File: src/rtl/pulse_receiver.sv
// Pulse-width receiver: times alternating sig_in levels in prescaled ticks and
// queues {level, duration} records in a small show-ahead FIFO.
module pulse_receiver #(
  parameter int unsigned DUR_W      = 15,
  parameter int unsigned FIFO_DEPTH = 4
) (
  input  logic                         clk,
  input  logic                         rst_n,
  input  logic                         en,
  input  logic                         clr,
  input  logic [7:0]                   prescale,
  input  logic [DUR_W-1:0]             timeout,
  input  logic                         sig_in,
  input  logic                         rd_en,
  output logic [DUR_W:0]               rd_data,
  output logic                         empty,
  output logic                         full,
  output logic [$clog2(FIFO_DEPTH):0]  count,
  output logic                         overflow,
  output logic                         busy
);

  localparam int unsigned AW = $clog2(FIFO_DEPTH);
  localparam int unsigned CW = AW + 1;
  localparam int unsigned RW = DUR_W + 1;

  typedef enum logic {IDLE = 1'b0, MEASURE = 1'b1} state_t;

  state_t           state, state_d;
  logic             sync1, sync2, sig_dly;
  logic [7:0]       pcnt, pcnt_d, pcnt_eff;
  logic [DUR_W-1:0] dur, dur_d, dur_base;
  logic             edge_c, fall_c, tick_c, tmo_c;
  logic             push_c, pop_c, wr_ok_c, ovf_set_c;
  logic [RW-1:0]    push_data;
  logic [RW-1:0]    mem [FIFO_DEPTH];
  logic [AW-1:0]    wr_ptr, rd_ptr, wr_ptr_d, rd_ptr_d;
  logic [CW-1:0]    count_d;
  logic [RW-1:0]    head_d;

  // Edge detect, prescaler and duration counter; the edge cycle is tick-counted
  // as the first cycle of the new level so a level of L cycles yields L/(p+1).
  always_comb begin
    edge_c   = sync2 ^ sig_dly;
    fall_c   = edge_c & ~sync2;
    pcnt_eff = edge_c ? 8'd0 : pcnt;
    tick_c   = (pcnt_eff == prescale);
    pcnt_d   = tick_c ? 8'd0 : pcnt_eff + 8'd1;
    dur_base = edge_c ? '0 : dur;
    dur_d    = (tick_c && (dur_base != '1)) ? dur_base + DUR_W'(1) : dur_base;
    tmo_c    = (state == MEASURE) && !edge_c && sig_dly &&
               (timeout != '0) && (dur == timeout);
  end

  // Next state and record push
  always_comb begin
    state_d   = state;
    push_c    = 1'b0;
    push_data = '0;
    if (clr || !en) begin
      state_d = IDLE;
    end else if (state == IDLE) begin
      if (fall_c) state_d = MEASURE;
    end else if (edge_c) begin
      push_c    = 1'b1;
      push_data = {sig_dly, dur};
    end else if (tmo_c) begin
      push_c    = 1'b1;
      push_data = {1'b1, timeout};
      state_d   = IDLE;
    end
  end

  // FIFO bookkeeping; head_d precomputes the registered show-ahead output
  always_comb begin
    pop_c     = rd_en && !empty && !clr;
    wr_ok_c   = push_c && (!full || pop_c);
    ovf_set_c = push_c && full && !pop_c;
    wr_ptr_d  = wr_ok_c ? wr_ptr + AW'(1) : wr_ptr;
    rd_ptr_d  = pop_c ? rd_ptr + AW'(1) : rd_ptr;
    count_d   = count;
    if (wr_ok_c && !pop_c)      count_d = count + CW'(1);
    else if (!wr_ok_c && pop_c) count_d = count - CW'(1);
    if (clr) begin
      wr_ptr_d = '0;
      rd_ptr_d = '0;
      count_d  = '0;
    end
    if (count_d == '0)                         head_d = '0;
    else if (wr_ok_c && (wr_ptr == rd_ptr_d))  head_d = push_data;
    else                                       head_d = mem[rd_ptr_d];
  end

  always_ff @(posedge clk or negedge rst_n) begin
    if (!rst_n) begin
      state    <= IDLE;
      sync1    <= 1'b1;
      sync2    <= 1'b1;
      sig_dly  <= 1'b1;
      pcnt     <= '0;
      dur      <= '0;
      wr_ptr   <= '0;
      rd_ptr   <= '0;
      count    <= '0;
      rd_data  <= '0;
      empty    <= 1'b1;
      full     <= 1'b0;
      overflow <= 1'b0;
      busy     <= 1'b0;
    end else begin
      state    <= state_d;
      sync1    <= sig_in;
      sync2    <= sync1;
      sig_dly  <= sync2;
      pcnt     <= pcnt_d;
      dur      <= dur_d;
      wr_ptr   <= wr_ptr_d;
      rd_ptr   <= rd_ptr_d;
      count    <= count_d;
      rd_data  <= head_d;
      empty    <= (count_d == '0);
      full     <= (count_d == CW'(FIFO_DEPTH));
      overflow <= clr ? 1'b0 : (overflow | ovf_set_c);
      busy     <= (state_d == MEASURE);
    end
  end

  // Record storage needs no reset; validity is tracked by the pointers
  always_ff @(posedge clk) begin
    if (wr_ok_c && !clr) mem[wr_ptr] <= push_data;
  end

endmodule

File: config.mk
export PLATFORM = sky130hd
export DESIGN_NAME = pulse_receiver
export DESIGN_NICKNAME = d
export VERILOG_FILES = /design/src/rtl/pulse_receiver.sv
export SDC_FILE = /design/constraint.sdc
export NUM_CORES = 1
export LEC_CHECK = 0
export ABC_CLOCK_PERIOD_IN_PS = 3300
export CORE_MARGIN = 1.5
export CORE_UTILIZATION = 25
export CTS_CLUSTER_SIZE = 30
export DETAILED_ROUTE_END_ITERATION = 10
export HOLD_SLACK_MARGIN = 0.03
export SETUP_SLACK_MARGIN = 0.3
export SLEW_MARGIN = 20
export SYNTH_ARGS = -nofsm -noshare
export SYNTH_HDL_FRONTEND = slang
export SYNTH_SLANG_ARGS = --single-unit
export TNS_END_PERCENT = 50
File: constraint.sdc
create_clock -name clk -period 3.3 [get_ports clk]
set_input_delay 0.33 -clock clk [delete_from_list [all_inputs] [get_ports clk]]
set_output_delay 0.33 -clock clk [all_outputs]
set_load 0.05 [all_outputs]
# Word-level counts from Yosys, hierarchy flattened
# Memories as Yosys holds them, arrays and structs flattened.
# Cells that the tools add are included.
op_classes:
  add_sub_neg: 6
  eq_ne: 5
  n_mux: 29
  bitwise_logic: 4
  reduce_logical: 26
op_table:
  columns: ["op", "n"]
  rows:
  - ["16-bit 2-to-1 mux", 6]
  - ["15-bit 2-to-1 mux", 2]
  - ["8-bit 2-to-1 mux", 2]
  - ["15-bit by 1-bit adder with 15-bit output (second input constant)", 1]
  - ["15-bit equality test", 1]
  - ["15-bit inequality test (second input constant)", 1]
  - ["15-bit nonzero test", 1]
  - ["1-bit logical AND", 14]
  - ["1-bit 2-to-1 mux", 12]
  - ["3-bit 2-to-1 mux", 3]
  - ["8-bit by 1-bit adder with 8-bit output (second input constant)", 1]
  - ["8-bit equality test", 1]
  - ["2-bit 2-to-1 mux", 4]
  - ["1-bit zero test", 7]
  - ["2-bit by 1-bit adder with 2-bit output (second input constant)", 2]
  - ["3-bit by 1-bit adder with 3-bit output (second input constant)", 1]
  - ["3-bit equality test (second input constant)", 1]
  - ["3-bit zero test", 1]
  - ["3-bit by 1-bit subtractor with 3-bit output (second input constant)", 1]
  - ["2-bit equality test", 1]
  - ["1-bit logical OR", 2]
  - ["2-bit nonzero test", 1]
  - ["1-bit bitwise AND", 1]
  - ["1-bit NOT", 1]
  - ["2 further kinds", 2]
word_totals:
  regBits: 53
  ram_bits: 64
  inputBits: 29
  output_inout_bits: 23
  elab_cells: 84
  memories: 1
memory_table:
  columns: ["memory", "words", "width", "read_ports", "rd_clocked_by_memory_dff", "write_ports", "line_no", "rtl"]
  rows:
  - ["mem", 4, 16, 1, 0, 1, "36", "logic [RW-1:0] mem [FIFO_DEPTH];"]

# Longest topological paths before layout
depth:
  ltp_word: 18
  mapped_depth: 13

# Least setup slack after synthesis
# OpenSTA, ideal clock, no wires.
synth_timing:
  path_kind: "reg-to-reg"
  start: "register sync2"
  end: "memory mem[0][0] (netlist bit) (enable)"
  arrival_ns: 2.750
  required_time_ns: 2.926
  path_slack_ns: 0.177
  path_stages_with_launch: 9
  n_path_buf: 1
  period_less_slack_ns: 3.123
  cell_sequence: "dfstp_2 -> inv_1 -> ha_1 -> nand3_1 -> or4_4 -> or3_4 -> o21bai_2 -> clkbuf_1 -> and3_1"
synth_via:
  elab_chain_cells: 14
synth_rtl:
  columns: ["item", "line_no", "rtl"]
  rows:
  - ["from (decl)", "30", "logic sync1, sync2, sig_dly;"]
  - ["from (signal assigned)", "113", "sync2 <= sync1;"]
  - ["1-bit XOR (*)", "44", "edge_c = sync2 ^ sig_dly;"]
  - ["1-bit zero test", "51", "tmo_c = (state == MEASURE) && !edge_c && sig_dly &&"]
  - ["1-bit logical AND (3 in a row)", "51", null]
  - ["1-bit logical AND", "52", "(timeout != '0) && (dur == timeout);"]
  - ["1-bit 2-to-1 mux", "67", "end else if (tmo_c) begin"]
  - ["1-bit 2-to-1 mux (*)", "64", "end else if (edge_c) begin"]
  - ["1-bit 2-to-1 mux (*)", "62", "end else if (state == IDLE) begin"]
  - ["1-bit 2-to-1 mux (*)", "60", "if (clr || !en) begin"]
  - ["1-bit logical AND (*)", "77", "wr_ok_c = push_c && (!full || pop_c);"]
  - ["1-bit logical AND (*)", "130", "if (wr_ok_c && !clr) mem[wr_ptr] <= push_data;"]
  - ["1-bit 2-to-1 mux (*)", "130", null]
  - ["1-bit 2-to-1 mux (implied by the code) (*)", "130", null]
  - ["to (decl)", "36", null]
# Every way passes the cells marked *; elsewhere a longest branch is shown, timed or not.

# Worst setup path after layout
layout_timing:
  start: "register sync2"
  end: "register rd_data[6]"
layout_via:
  elab_chain_cells: 18
  word_cells_on_any_way: 25
  cone_classes: "13 x mux; 1 x bitwise; 11 x reduce/logical"
layout_rtl:
  columns: ["item", "line_no", "rtl"]
  rows:
  - ["1-bit XOR (*)", "44", null]
  - ["1-bit zero test", "51", null]
  - ["1-bit logical AND (3 in a row)", "51", null]
  - ["1-bit logical AND", "52", null]
  - ["1-bit 2-to-1 mux", "67", null]
  - ["1-bit 2-to-1 mux", "64", null]
  - ["1-bit 2-to-1 mux", "62", null]
  - ["1-bit 2-to-1 mux", "60", null]
  - ["1-bit logical AND", "77", null]
  - ["1-bit zero test", "83", "else if (!wr_ok_c && pop_c) count_d = count - CW'(1);"]
  - ["1-bit logical AND", "83", null]
  - ["3-bit 2-to-1 mux", "83", null]
  - ["3-bit 2-to-1 mux", "82", "if (wr_ok_c && !pop_c) count_d = count + CW'(1);"]
  - ["3-bit 2-to-1 mux", "84", "if (clr) begin"]
  - ["3-bit zero test", "89", "if (count_d == '0) head_d = '0;"]
  - ["16-bit 2-to-1 mux (*)", "89", null]
  - ["via head_d[6]", "39", "logic [RW-1:0] head_d;"]
  - ["to (signal assigned)", "105", "rd_data <= '0;"]
  - ["to (signal assigned)", "120", "rd_data <= head_d;"]
  - ["to (decl)", "15", "output logic [DUR_W:0] rd_data,"]
# The timed path passes the listed nets; every way through them passes the cells marked *.
# A chain may end at the register's enable or synchronous reset.

==> results.toml <==
[timing]
post-route-period-util_pct = 90.8
relSlewSlack_pct = 36.7
hold_slack_ps = 72.4
rsz0062_at_grt = "true"
fin_crit_ps = 3000
drv_slew = 0
fin_tns_setup_ps = 0
worst_slew_pin_slew_ps = 950
max_freq_ghz = 0.334
finalWorstSetupSlack_ps = 304
finalSetupViolations = 0
final-hold-violation-count = 0
skew_ps = 10.6

[setup_path]
cp-start-kind = "flip-flop"
end_kind = "flip-flop"
critPathKind = "reg2reg"
crit_fanout = 8
required_ps = 3580
reg2reg_slack_ps = 300
cp.arrival_ps = 3270

[global_route]
grt_first_pass_wirelength_um = 22200
first_global_vias = 4088
antenna_found_initial = 0
grt_overflow = 0
grt_usage_pct = 12.2
grt_max_degree = 40

[cts]
cts_made_buffers = 17
path_clk_slew_ps = 60
clk_latency_ps = 410
clockRootBuffer = "clkbuf_16"
clock-sinks = 117
htreeDepth = 4
cts_hold_buffers = 0
clockBufferDepth = 2
cts_tree = "built"

[synthesis]
synth.area.top_cells = "edfxtp_1, dfrtp_1, mux2i_1"
ys_warn_count = 0
synthFlopType = "edfxtp_1"
syn-num-nets = 489
ys_types = 50
synth_top_cell_by_area = "edfxtp_1"
synthesis.instances = 451
syn_area_sq_mm = 0.00570
netlist_top_cells_count = "edfxtp_1, mux2i_1, dfrtp_1"
synth-edff-count = 64
ys_seq_elements = 117
async_reset_ff_share_pct = 45.3
yosysMostFrequentCell = "edfxtp_1"
synth.avg_cell_area_sq_um = 12.6
yosysSeqAreaShare_pct = 57.1
synth_top_area_share_pct = 33.7

[drt]
drt.antenna.violating_nets = 0
drc = 0
wl_per_cell_um = 16.9
vias = 3887
drt-total-wl_um = 13900
first_pass_iters = 4
vias_per_cell = 4.70
drt_iter0_drc = 210

[finish]
stdcell_count = 827
final_nets = 567
seq_area_sq_mm = 0.00325
area_growth_pct = 30.1
final_area_sq_mm = 0.00741
drive_gt1_share_pct = 17.5
multi_input_area_sq_mm = 0.00238
num_antenna_cells = 0
fillCellCount = 2185

[floorplan]
die_area_sq_mm = 0.0237
initial_core_util_pct = 25.3
fp.coreArea_sq_mm = 0.0225
die_h_um = 154
die_w_um = 154
fp-row-count = 55
io_pins = 52

[placed_design]
portBuffers = 51
dpl-instance-area_sq_mm = 0.00668
place_ws_ps = 142
gp_congestion = 0.830
dp_hpwl_um = 9580
place_inst = 786

[power]
swShare_pct = 23.6
pwr-share-clk_pct = 48.3
leakage_uw = 0.00276
seqPwrFrac_pct = 44.4
power_switching_uw = 836
p_comb_share_pct = 7.2
powerDensity_mw_per_mm2 = 478
p_int_uw = 2710
max-vdd-ir-drop_mv = 0.420

[status]
status = "complete, no violations"

[job]
cap_violations = 0

[hold_path]
hold_path_class = "in2async"
## what timing repair did
item | CTS | global route
gates resized for setup | 7 | 8
endpoints found under the setup margin | 20 | 88
setup buffers | 5 | 2
pin swaps | 6 | 1
cloned | 2 | 0
## layout make-up
type | instances | share of cell area (%)
Clock inverter | 15 | 1.79
Clock buffer | 17 | 5.74
Timing Repair Buffer | 77 | 11.2
Sequential cell | 117 | 43.9
Multi-Input combinational cell | 307 | 32.1
Inverter | 9 | 0.456
Tap cell | 285 | 4.81
## critical path, cell delays in order, from the launching register on
cell and delay (ps):
dfstp_2 540, inv_2 50, ha_4 260, nand3_2 50, or4_4 430, or3_4 350
o21ba_4 200, or3_4 400, a22oi_4 240, buf_12 160, buf_16 130, nor3_2 50
## per-layer routing
layer / global-route usage [%] / up-vias / share of wire (%)
li1: - / 1848 / -
met1: 15.3 / 1928 / 45
met2: 20.7 / 99 / 50
met3: 2.62 / 12 / 4.3
met4: 4.02 / 0 / 0.93
met5: 0 / - / 0
## sequential cells by signal, summed over array words and instances, names as in the netlist
signal and count:
count 3, dur 15, empty 1, full 1, mem 64, overflow 1
pcnt 8, rd_data 16, rd_ptr 2, sig_dly 1, state 1, sync1 1
sync2 1, wr_ptr 2
## through the flow
step           power (uW)  util, %
2_1_floorplan        1720        -
3_3_place_gp         1820     29.7
4_1_cts              3570     32.8
6_report             3540     32.9
3_5_place_dp         1830     29.7
5_1_grt              3670     32.9
## cells by family (layout without fill, tap and decap cells)
family                   after synthesis  after routing  share of synthesized area (%)
AO/OA/AOI/OAI                         53             53                           6.92
XOR/XNOR                              39             39                           6.00
adder cells (fa/ha/maj)                9              9                           1.98
buffers and inverters                 27            118                           2.04
flip-flops                           117            117                           57.1
multiplexers                          65             65                           11.5
AND/OR/NAND/NOR                      141            141                           14.5
## path summary, 6_finish.rpt
path | start | to | depth (start not counted)
hold / removal | rst_n | rd_data[13] | 1
hold reg to reg | sync1 | sync2 | 0
max in group asynchronous | rst_n | dur[6] | 2
min in group clk | sig_in | sync1 | 1
setup / recovery | sync2 | rd_data[6] | 11
setup reg to reg | sync2 | rd_data[6] | 11
## power groups by stage
stage / Clock, uW / Sequential, uW / Combinational [uW]
6_report: 1710 / 1570 / 256
5_1_grt: 1810 / 1580 / 276
4_1_cts: 1740 / 1570 / 257
3_5_place_dp: 0 / 1600 / 224
3_3_place_gp: 0 / 1600 / 217
2_1_floorplan: 0 / 1610 / 107
## placed cells by master, fill, tap and decap left out, types with 8 or more instances in the layout
cell,Yosys,routed
and3_1,10,8
ha_1,9,8
buf_4,0,16
nor3_1,10,9
nor3_2,10,11
dfrtp_1,49,49
inv_1,9,8
clkbuf_16,0,17
xnor2_1,25,25
a21oi_1,9,9
edfxtp_1,64,64
nand4_1,8,8
xor2_1,14,14
nor2_1,33,32
a22o_1,15,15
clkdlybuf4s50_1,0,50
nand3_1,9,8
mux2i_1,63,63
nand2_1,20,20
Note: power is estimated with default switching activity, not from simulation.
